--- src/rtl/pcie_phy_pkg.sv ---
// Shared PCIe PHY receive definitions: sync header codes, ordered-set symbols,
// the EIEOS symbol pattern and the block-sync FSM state encoding.
package pcie_phy_pkg;

    localparam logic [1:0] HDR_DATA = 2'b10;
    localparam logic [1:0] HDR_OS   = 2'b01;
    localparam logic [7:0] SKP_SYM  = 8'hAA;

    typedef enum logic {
        ST_UNLOCKED = 1'b0,
        ST_LOCKED   = 1'b1
    } sync_state_e;

    // EIEOS symbols run 00,00,FF,FF,00,00,... across the block.
    function automatic logic [7:0] eieos_sym(input int unsigned k);
        return (((k / 2) % 2) != 0) ? 8'hFF : 8'h00;
    endfunction

endpackage

--- src/rtl/rx_os_detect.sv ---
// Combinational EIEOS / SKP ordered-set classifier for one received block.
import pcie_phy_pkg::*;

module rx_os_detect #(
    parameter int DATA_WIDTH = 128
) (
    input  logic [1:0]            hdr,
    input  logic [DATA_WIDTH-1:0] data,
    output logic                  is_eieos,
    output logic                  is_skp
);
    localparam int NSYM = DATA_WIDTH / 8;

    logic [NSYM-1:0] sym_ok;
    logic            is_os;

    for (genvar k = 0; k < NSYM; k++) begin : g_sym
        assign sym_ok[k] = (data[8*k +: 8] == eieos_sym(k));
    end

    assign is_os    = (hdr == HDR_OS);
    assign is_eieos = is_os && (&sym_ok);
    assign is_skp   = is_os && (data[7:0] == SKP_SYM);

endmodule

--- src/rtl/rx_block_sync.sv ---
// 128b/130b receive block lock: acquires lock on EIEOS, forwards blocks while
// locked, drops SKP and bad-header beats, and loses lock after ERR_LIMIT errors.
import pcie_phy_pkg::*;

module rx_block_sync #(
    parameter int DATA_WIDTH = 128,
    parameter int ERR_LIMIT  = 4
) (
    input  logic                  clk,
    input  logic                  reset_n,
    input  logic                  in_valid,
    input  logic [1:0]            in_sync_hdr,
    input  logic [DATA_WIDTH-1:0] in_data,
    output logic                  out_valid,
    output logic [DATA_WIDTH-1:0] out_data,
    output logic                  out_is_os,
    output logic                  descr_seed,
    output logic                  locked,
    output logic                  sync_err
);
    localparam int CW = $clog2(ERR_LIMIT + 1);
    localparam logic [CW-1:0] LAST_ERR = CW'(ERR_LIMIT - 1);

    sync_state_e   state;
    logic [CW-1:0] err_cnt;
    logic          is_eieos, is_skp, hdr_ok;

    rx_os_detect #(.DATA_WIDTH(DATA_WIDTH)) u_os_detect (
        .hdr      (in_sync_hdr),
        .data     (in_data),
        .is_eieos (is_eieos),
        .is_skp   (is_skp)
    );

    assign hdr_ok = (in_sync_hdr == HDR_DATA) || (in_sync_hdr == HDR_OS);

    always_ff @(posedge clk or negedge reset_n) begin
        if (!reset_n) begin
            state      <= ST_UNLOCKED;
            err_cnt    <= '0;
            out_valid  <= 1'b0;
            out_data   <= '0;
            out_is_os  <= 1'b0;
            descr_seed <= 1'b0;
            sync_err   <= 1'b0;
            locked     <= 1'b0;
        end else begin
            out_valid  <= 1'b0;
            out_is_os  <= 1'b0;
            descr_seed <= 1'b0;
            sync_err   <= 1'b0;
            if (in_valid) begin
                case (state)
                    ST_UNLOCKED: begin
                        if (is_eieos) begin
                            state      <= ST_LOCKED;
                            locked     <= 1'b1;
                            descr_seed <= 1'b1;
                            err_cnt    <= '0;
                        end
                    end
                    ST_LOCKED: begin
                        if (hdr_ok) begin
                            err_cnt <= '0;
                            // SKP is absorbed here so the descrambler never sees it.
                            if (!is_skp) begin
                                out_valid  <= 1'b1;
                                out_data   <= in_data;
                                out_is_os  <= (in_sync_hdr == HDR_OS);
                                descr_seed <= is_eieos;
                            end
                        end else begin
                            sync_err <= 1'b1;
                            // Hitting the limit unlocks and clears, so the count never wraps.
                            if (err_cnt >= LAST_ERR) begin
                                state   <= ST_UNLOCKED;
                                locked  <= 1'b0;
                                err_cnt <= '0;
                            end else begin
                                err_cnt <= err_cnt + 1'b1;
                            end
                        end
                    end
                    default: begin
                        state  <= ST_UNLOCKED;
                        locked <= 1'b0;
                    end
                endcase
            end
        end
    end

endmodule

--- config.mk ---
export PLATFORM = sky130hd
export DESIGN_NAME = rx_block_sync
export DESIGN_NICKNAME = d
export VERILOG_FILES = /design/src/rtl/pcie_phy_pkg.sv /design/src/rtl/rx_os_detect.sv /design/src/rtl/rx_block_sync.sv
export SDC_FILE = /design/constraint.sdc
export NUM_CORES = 1
export LEC_CHECK = 0
export BUFFER_PORTS_ARGS = -buffer_cell sky130_fd_sc_hd__buf_2
export CAP_MARGIN = 10
export CORE_ASPECT_RATIO = 1.4
export CORE_MARGIN = 2
export CORE_UTILIZATION = 46
export CTS_CLUSTER_SIZE = 40
export DETAILED_ROUTE_END_ITERATION = 10
export MAX_ROUTING_LAYER = met4
export PLACE_DENSITY = 0.85
export REMOVE_ABC_BUFFERS = 1
export SLEW_MARGIN = 5
export SYNTH_ARGS = -nofsm -noshare
export SYNTH_HDL_FRONTEND = slang
export SYNTH_SLANG_ARGS = --single-unit
--- constraint.sdc ---
create_clock -name clk -period 1.96 [get_ports clk]
set_input_delay 0.098 -clock clk [delete_from_list [all_inputs] [get_ports clk]]
set_output_delay 0.098 -clock clk [all_outputs]
set_load 0.02 [all_outputs]
==> flow_summary_export.csv, run 1 <==
group,metric,value,unit
job,drv_cap,0,
critical_path,critical_path.cell_chain,"dlygate4sd3_1 -> buf_2 -> nand4b_1 -> nor4_4 -> buf_4 -> nand4_1 -> or4_4 -> a32o_1",
final_layout,n_fill_cell,604,
grt,grt_remaining_overflow,0,
place,placed_cells,763,
grt,grt_pass1_wl,27.6,mm
power_and_ir_drop,leakagePower,4.26,nW
sta,fin_crit_sh,0.980,
critical_path,worstPathMaxFanout,4,
sta,tightest_slew,0.760,ns
clock_network,cts_buffer_depth,2,
sta,fmax,0.520,GHz
critical_path,worst_ep_required_time,2.24,ns
clock_network,clkTransAtPathRegs,0.05,ns
outcome,outcome,"completed",
place,post-dp-hpwl,10.9,mm
final_layout,final_cell_count_no_fill,918,
clock_network,cts-root-buf,"clkbuf_16",
floorplan,coreArea,11400,um^2
routing,wl,18.7,mm
synth,synth_flop_cell,"dfrtp_1",
synth,synth-warning-count,0,
floorplan,die_h,133,um
routing,drt-pass1-iter-count,4,
routing,post_drt_wl_per_cell,20.3,um
sta,skew,0.00699,ns
place,gp_congestion,0.899,
final_layout,num_antenna_cells,0,
critical_path,path_depth,8,
grt,grtUsageTotal,0.298,
power_and_ir_drop,cellInternalPower,0.00919,W
power_and_ir_drop,power_frac_seq,0.348,
final_layout,seq_area,3430,um^2
power_and_ir_drop,switching_share,0.367,
clock_network,numClockSinks,137,
final_layout,area_growth,67.8,%
power_and_ir_drop,total_power,0.0145,W
synth,netlist_instances,355,
critical_path,rr_worst_depth,4,
clock_network,clk_latency,0.40,ns
floorplan,io_pins,266,
critical_path,path_delay_family,"simple AND/OR/NAND/NOR gates",
synth,synthDistinctLibCells,27,
sta,relSlewSlack,0.493,
sta,setup_viol_count_final,0,
final_layout,layout_commonest_cell,"buf_2",
synth,async_flop_share,1.00,
worst_hold_path,min_path_type,"in -> reg",
final_layout,final_nets,897,
floorplan,dieArea,12700,um^2
place,post_dp_cell_area,7050,um^2
final_layout,final_cell_mix,"buf_2, dfrtp_1, mux2_2",
synth,yosysSeqAreaShare,0.632,
routing,ant_nets,0,
final_layout,multiInputGateArea,2030,um^2
critical_path,worstSetupEndpointType,"register",
final_layout,drive_gt1_frac,0.575,
place,port_buffers,265,
synth,syn_area,5430,um^2
power_and_ir_drop,p_switching,0.00532,W
power_and_ir_drop,comb_power_share,0.394,
worst_hold_path,hold_depth,3,
clock_network,cts_buffers,17,
routing,drc,0,
floorplan,initial_core_util,0.476,
floorplan,fp.dieW,95.8,um
power_and_ir_drop,power_density,1590,nW/um^2
grt,grt_max_degree,138,
synth,synth_seq_cells,137,
routing,vias_per_cell,5.29,
critical_path,cp.buffers_inverters,3,
critical_path,startpoint_type,"primary input",
clock_network,cts_tree,"built",
critical_path,cpMaxStageDelayCell,"dlygate4sd3_1",
synth,synth_edf_count,0,
grt,antenna_found_initial,0,
critical_path,arrival,2.20,ns
power_and_ir_drop,clockPowerShare,0.258,
sta,period_needed,1.92,ns
critical_path,critical_path_class,"in -> reg",
synth,syn_area_per_cell,15.3,um^2
grt,grt_pass1_vias,5457,
floorplan,rows,46,
final_layout,postLayoutCoreUtil,0.799,
routing,drtIter0Drc,215,
power_and_ir_drop,ir_drop,1.11,mV
sta,hold_viol_final,0,
sta,finalMaxSlewViolations,0,
clock_network,htreeDepth,4,
routing,routed-via-count,4858,
critical_path,critPathMaxStageDelay,0.55,ns
final_layout,final_area,9110,um^2
[through the flow]
stage / TNS (ns) / setup WS [ns] / hold slack (ns)
final: 0 / 0.0385 / 0.0351
after global routing: -0.0195 / -0.0110 / 0.0439
after CTS: 0 / 0.00128 / 0.0208
after detailed placement: -4.30 / -0.565 / 0.279
after global placement: -2.82 / -0.502 / 0.264
after floorplan: -621.84 / -4.82 / -0.198
[worst paths after layout]
| kind | startpoint | endpoint | slack, ns |
|---|---|---|---|
| worst max-delay path | in_data[123] | err_cnt[1] | 0.04 |
| worst min-delay path | in_sync_hdr[0] | out_is_os | 0.04 |
| max in group asynchronous | reset_n | out_data[126] | 1.00 |
| worst min register to register | out_data[106] | out_data[106] | 0.50 |
| min in group asynchronous | reset_n | out_data[63] | 0.35 |
| worst max register to register | state | out_data[91] | 0.07 |
[final cells by class]
class                           count  area share
Clock buffer                       21      0.0495
Clock inverter                     11      0.0265
Inverter                            5     0.00206
Multi-Input combinational cell    198       0.223
Sequential cell                   137       0.376
Tap cell                          144      0.0198
Timing Repair Buffer              402       0.303
[power by group through the flow]
stage                     logic, W  clock network [W]  registers [W]
final                      0.00571            0.00375        0.00505
after floorplan            0.00163                  0        0.00664
after global placement     0.00520                  0        0.00487
after detailed placement   0.00536                  0        0.00499
after global routing       0.00596            0.00392        0.00519
after CTS                  0.00557            0.00377        0.00496
[timing repair]
| item | 4_1_cts | 5_1_grt |
|---|---|---|
| endpoints found under the setup margin | 6 | 6 |
| pin swaps | 0 | 10 |
| setup buffers | 0 | 0 |
| endpoints found under the hold margin | 264 | 0 |
| hold buffers | 128 | 0 |
| gates resized for setup | 3 | 17 |
[sequential cells by signal, summed over array words and instances, names as in the netlist]
signal      flops
out_data      128
err_cnt         3
descr_seed      1
locked          1
out_is_os       1
out_valid       1
state           1
sync_err        1
[cell families (layout without fill, tap and decap cells)]
| logic type | after synthesis | count (layout) | synth area share |
|---|---|---|---|
| AO/OA/AOI/OAI | 9 | 9 | 0.0115 |
| multiplexers | 128 | 128 | 0.266 |
| AND/OR/NAND/NOR | 58 | 58 | 0.0701 |
| buffers and inverters | 20 | 439 | 0.0143 |
| adder cells (fa/ha/maj) | 3 | 3 | 0.00692 |
| flip-flops | 137 | 137 | 0.632 |
[worst min-delay path: stages]
cell	delay, ns
buf_2	0.08
ha_1	0.16
nor4b_1	0.06
[cells in the mapped netlist (all sizes together), types with 2 or more instances]
library cell | count | area (um^2)
nor2 | 9 | 33.8
a21oi | 2 | 10.0
a31o | 2 | 17.5
inv | 5 | 18.8
o21ai | 2 | 10.0
nand2 | 4 | 15.0
mux2 | 128 | 1440
ha | 3 | 37.5
or4b | 3 | 30.0
or4 | 8 | 60.1
nor4 | 9 | 56.3
dfrtp | 137 | 3430
nand4b | 7 | 61.3
clkbuf | 12 | 45.0
nand4 | 11 | 68.8
nand3 | 2 | 10.0
buf | 3 | 13.8
[layer usage]
layer | global-route usage | vias to the layer above | share of wire
li1 | - | 2123 | -
met1 | 0.290 | 2405 | 0.34
met2 | 0.528 | 251 | 0.55
met3 | 0.0655 | 79 | 0.057
met4 | 0.171 | 0 | 0.055
met5 | - | - | 0
Note: power is estimated with default switching activity, not from simulation.
==> inputs of run 2 (changes only) <==
Settings changed: REMOVE_ABC_BUFFERS 1 to not set.
==> flow_summary_export.csv, run 2 (synthesis results as in run 1) <==
group,metric,value,unit
clock_network,cts-root-buf,"clkbuf_16",
critical_path,r2r_end,"out_data[114]",
worst_hold_path,hold_depth,3,
final_layout,layout_commonest_cell,"buf_2",
final_layout,postLayoutCoreUtil,0.788,
routing,wl,18.3,mm
floorplan,fp.dieW,95.8,um
clock_network,clk_latency,0.40,ns
routing,route.met2.wl,10.3,mm
clock_network,cts_tree,"built",
clock_network,cts_buffer_depth,2,
final_layout,largest_reg_flops,128,
critical_path,startpoint_type,"primary input",
critical_path,critical_path_class,"in -> reg",
sta,hold_viol_final,0,
worst_hold_path,hp-start,"in_sync_hdr[0]",
routing,vias_per_cell,5.27,
final_layout,area_growth,65.4,%
sta,fin_crit_sh,0.968,
floorplan,dieArea,12700,um^2
floorplan,rows,46,
job,drv_cap,0,
place,port_buffers,265,
sta,grt_setup_unrepaired,"no",
power_and_ir_drop,clockPowerShare,0.219,
power_and_ir_drop,total_power,0.0138,W
power_and_ir_drop,leakagePower,4.19,nW
power_and_ir_drop,p_switching,0.00530,W
routing,routed-via-count,4895,
power_and_ir_drop,ir_drop,0.992,mV
sta,skew,0.00720,ns
grt,grt_max_degree,57,
critical_path,r2r-start,"state",
final_layout,num_antenna_cells,0,
grt,antenna_found_initial,0,
sta,finalMaxSlewViolations,0,
routing,drt-pass1-iter-count,4,
floorplan,io_pins,266,
grt,grtUsageTotal,0.294,
routing,post_drt_wl_per_cell,19.7,um
critical_path,arrival,2.18,ns
synth,synth_nets,491,
critical_path,rr_worst_depth,5,
grt,grt_pass1_vias,5529,
sta,setup_viol_count_final,0,
place,gp_congestion,0.812,
grt,grt_pass1_wl,27.5,mm
place,place_ws,-0.462,ns
clock_network,cts_buffers,17,
power_and_ir_drop,switching_share,0.386,
final_layout,final_cell_mix,"buf_2, dfrtp_1, mux2_2",
power_and_ir_drop,power_frac_seq,0.366,
floorplan,die_h,133,um
grt,grt_remaining_overflow,0,
final_layout,drive_gt1_frac,0.578,
routing,drtIter0Drc,190,
power_and_ir_drop,comb_power_share,0.415,
power_and_ir_drop,cellInternalPower,0.00845,W
clock_network,numClockSinks,137,
final_layout,final_nets,908,
final_layout,top_register,"out_data",
sta,layout_setup_ws,0.0622,ns
worst_hold_path,hold_path_end,"out_is_os",
sta,period_needed,1.90,ns
power_and_ir_drop,power_density,1530,nW/um^2
routing,dr_wl_met3,1.01,mm
outcome,outcome,"completed",
place,post-dp-hpwl,11.5,mm
routing,ant_nets,0,
critical_path,worst_ep_required_time,2.24,ns
critical_path,worstPathMaxFanout,4,
sta,relSlewSlack,0.651,
critical_path,worstSetupEndpointType,"register",
critical_path,rrSetupSlack,0.27,ns
worst_hold_path,min_path_type,"in -> reg",
sta,tns,0,ns
floorplan,initial_core_util,0.476,
routing,drc,0,
sta,tightest_slew,0.524,ns
routing,met1_length,6.20,mm
place,placed_cells,768,
clock_network,htreeDepth,4,
clock_network,clkTransAtPathRegs,0.06,ns
floorplan,coreArea,11400,um^2
sta,fmax,0.527,GHz
final_layout,final_cell_count_no_fill,929,
final_layout,top_regs,"out_data x128, err_cnt x3",
routing,top_layer,"met4",
## run 2: changes by cell type in the layout (fill, tap and decap cells not counted), moves of 4 or more
cell,delta
buf_4,+9
bufinv_16,-6
clkinvlp_4,+6
buf_2,+5
nor4_4,-4
## run 2: layout make-up
type | count | area [um^2]
clock buffers | 20 | 447
fillers | 615 | 2420
clock inverters | 12 | 119
repair buffers | 413 | 2830
inverters | 5 | 18.8
well taps | 144 | 180
flip-flops and latches | 137 | 3430
multi-input cells | 198 | 1960
## run 2: worst max-delay path by stage
stage                 from          to  slack [ns]
5_1_grt        in_data[37]       state        0.01
6_report       in_data[50]  err_cnt[1]        0.06
4_1_cts        in_data[30]      locked        0.02
3_5_place_dp   in_data[97]      locked       -0.46
3_3_place_gp   in_data[32]  err_cnt[1]       -0.35
2_1_floorplan  in_data[37]  err_cnt[1]       0.006
## run 2: timing repair
| action | CTS | global route |
|---|---|---|
| hold buffers | 124 | 0 |
| setup buffers | 0 | 5 |
| endpoints found under the hold margin | 177 | 0 |
| pin swaps | 0 | 0 |
| resized for setup | 1 | 5 |
| setup endpoints to repair | 3 | 7 |
## run 2: metal layers
metal,global-route usage,vias up
li1,-,2153
met1,0.282,2439
met2,0.534,239
met3,0.0581,64
met4,0.161,0
met5,-,-
## run 2: through the flow
step	hold WS, ns	instance area, um^2
CTS	0.0369	8910
finish	0.0593	8980
detailed placement	0.0956	7090
global placement	0.0961	7090
floorplan	-0.198	5430
global route	0.0521	8980
## run 2: power groups by stage
stage | Sequential (W) | Combinational (W) | Clock (W)
4_1_cts | 0.00496 | 0.00557 | 0.00306
6_report | 0.00503 | 0.00570 | 0.00302
2_1_floorplan | 0.00664 | 0.00153 | 0
3_5_place_dp | 0.00499 | 0.00537 | 0
5_1_grt | 0.00517 | 0.00599 | 0.00319
3_3_place_gp | 0.00488 | 0.00520 | 0
## run 2: critical path, cell delays in order
cell and delay, ns:
dlygate4sd3_1 0.53, buf_2 0.13, and4b_1 0.22, and4_1 0.22, nand4_1 0.13, or4_4 0.57
a32o_1 0.27
==> inputs of run 3 (changes only) <==
Settings changed: MAX_ROUTING_LAYER met4 to not set.
==> flow_summary_export.csv, run 3 (synthesis results as in run 1) <==
group,metric,value,unit
worst_hold_path,hold_path_end,"out_is_os",
final_layout,final_nets,906,
critical_path,rr_worst_depth,5,
critical_path,worstPathMaxFanout,4,
clock_network,cts-root-buf,"clkbuf_16",
grt,grt_pass1_wl,27.4,mm
critical_path,cp.buffers_inverters,2,
final_layout,top_register,"out_data",
critical_path,worstSetupEndpointType,"register",
grt,met2_usage,0.537,
clock_network,cts_tree,"built",
sta,skew,0.00673,ns
routing,drt-pass1-iter-count,4,
critical_path,path_delay_family,"simple AND/OR/NAND/NOR gates",
critical_path,cpMaxStageDelayCell,"or4_4",
clock_network,htreeDepth,4,
worst_hold_path,min_path_type,"in -> reg",
floorplan,die_h,133,um
final_layout,num_antenna_cells,0,
sta,setup_viol_count_final,0,
critical_path,r2r-start,"state",
floorplan,rows,46,
job,drv_cap,0,
final_layout,postLayoutCoreUtil,0.787,
place,placed_cells,768,
final_layout,drive_gt1_frac,0.577,
sta,period_needed,1.90,ns
place,gp_congestion,0.795,
routing,wl,18.1,mm
floorplan,fp.dieW,95.8,um
final_layout,largest_reg_flops,128,
sta,tns,0,ns
sta,worst_hold_slack,0.0583,ns
routing,post_drt_wl_per_cell,19.6,um
worst_hold_path,hp-start,"in_sync_hdr[0]",
critical_path,critPathMaxStageDelay,0.56,ns
floorplan,coreArea,11400,um^2
final_layout,area_growth,65.2,%
place,port_buffers,265,
final_layout,layout_commonest_cell,"buf_2",
critical_path,arrival,2.18,ns
final_layout,final_area,8960,um^2
place,post_dp_cell_area,7090,um^2
clock_network,clkTransAtPathRegs,0.06,ns
grt,busiest_layer,"met2",
floorplan,dieArea,12700,um^2
routing,ant_nets,0,
grt,grt_pass1_vias,5526,
power_and_ir_drop,ir_drop,0.988,mV
power_and_ir_drop,power_density,1530,nW/um^2
sta,hold_viol_final,0,
clock_network,clk_latency,0.40,ns
sta,fmax,0.527,GHz
routing,drtIter0Drc,194,
routing,vias_per_cell,5.25,
sta,relSlewSlack,0.647,
critical_path,critical_path.cell_chain,"dlygate4sd3_1 -> buf_2 -> and4b_1 -> and4_1 -> nand4_1 -> or4_4 -> a32o_1",
critical_path,critical_path_class,"in -> reg",
final_layout,final_cell_count_no_fill,927,
clock_network,cts_buffer_depth,2,
final_layout,final_cell_mix,"buf_2, dfrtp_1, mux2_2",
worst_hold_path,hold_depth,3,
grt,grt_remaining_overflow,0,
routing,routed-via-count,4869,
floorplan,io_pins,266,
outcome,outcome,"completed",
clock_network,cts_buffers,17,
routing,drc,0,
synth,synth_nets,491,
grt,use_met1,0.270,
final_layout,top_regs,"out_data x128, err_cnt x3",
grt,grt_max_degree,57,
grt,antenna_found_initial,0,
clock_network,numClockSinks,137,
critical_path,r2r_end,"out_data[16]",
sta,tightest_slew,0.529,ns
power_and_ir_drop,leakagePower,4.18,nW
place,post-dp-hpwl,11.5,mm
critical_path,worst_ep_required_time,2.24,ns
sta,fin_crit_sh,0.967,
sta,grt_setup_unrepaired,"no",
floorplan,initial_core_util,0.476,
sta,finalMaxSlewViolations,0,
grt,grt_util_met3,0.0683,
critical_path,rrSetupSlack,0.28,ns
critical_path,startpoint_type,"primary input",
grt,grtUsageTotal,0.284,
[run 3: changes by cell type in the layout (fill, tap and decap cells not counted)]
| cell | before | now |
|---|---|---|
| buf_4 | 18 | 16 |
[run 3: layout make-up]
class,instances,area (um^2)
Multi-Input combinational cell,198,1960
Timing Repair Buffer,411,2810
Fill cell,615,2430
Inverter,5,18.8
Tap cell,144,180
Clock inverter,12,119
Sequential cell,137,3430
Clock buffer,20,447
[run 3: tightest hold or removal path, cell delays in order]
cell,delay (ns)
buf_2,0.08
ha_1,0.17
nor4b_1,0.07
[run 3: worst max path at each step]
stage                            from          to  slack, ns  cells after the start
after CTS                 in_data[30]      locked       0.02                      9
after global routing      in_data[37]       state       0.01                      8
after global placement    in_data[32]  err_cnt[1]      -0.35                      7
after floorplan           in_data[37]  err_cnt[1]      0.006                      6
after detailed placement  in_data[97]      locked      -0.46                      8
final                     in_data[50]  err_cnt[1]       0.06                      7
[run 3: report_power, final]
part | switching, W | internal [W]
clock | 0.00122 | 0.00179
sequential | 0.000795 | 0.00423
combinational | 0.00327 | 0.00242
total | 0.00528 | 0.00844
[run 3: metrics by stage]
| stage | power, W | setup WS, ns |
|---|---|---|
| CTS | 0.0136 | 0.0181 |
| finish | 0.0137 | 0.0638 |
| detailed placement | 0.0104 | -0.462 |
| global route | 0.0143 | 0.0140 |
| floorplan | 0.00817 | 0.00575 |
| global placement | 0.0101 | -0.345 |
[run 3: routing by layer]
layer  up-vias  part of all wire
met3        60             0.058
met1      2435              0.33
met5         -                 0
met4         0             0.043
met2       227              0.57
li1       2147                 -
[run 3: what timing repair did]
action | CTS | global route
hold buffers | 124 | 0
endpoints found under the hold margin | 177 | 0
setup endpoints to repair | 3 | 7
buffers inserted | 0 | 3
gates resized for setup | 1 | 5
gates cloned | 0 | 0
pin swaps | 0 | 0
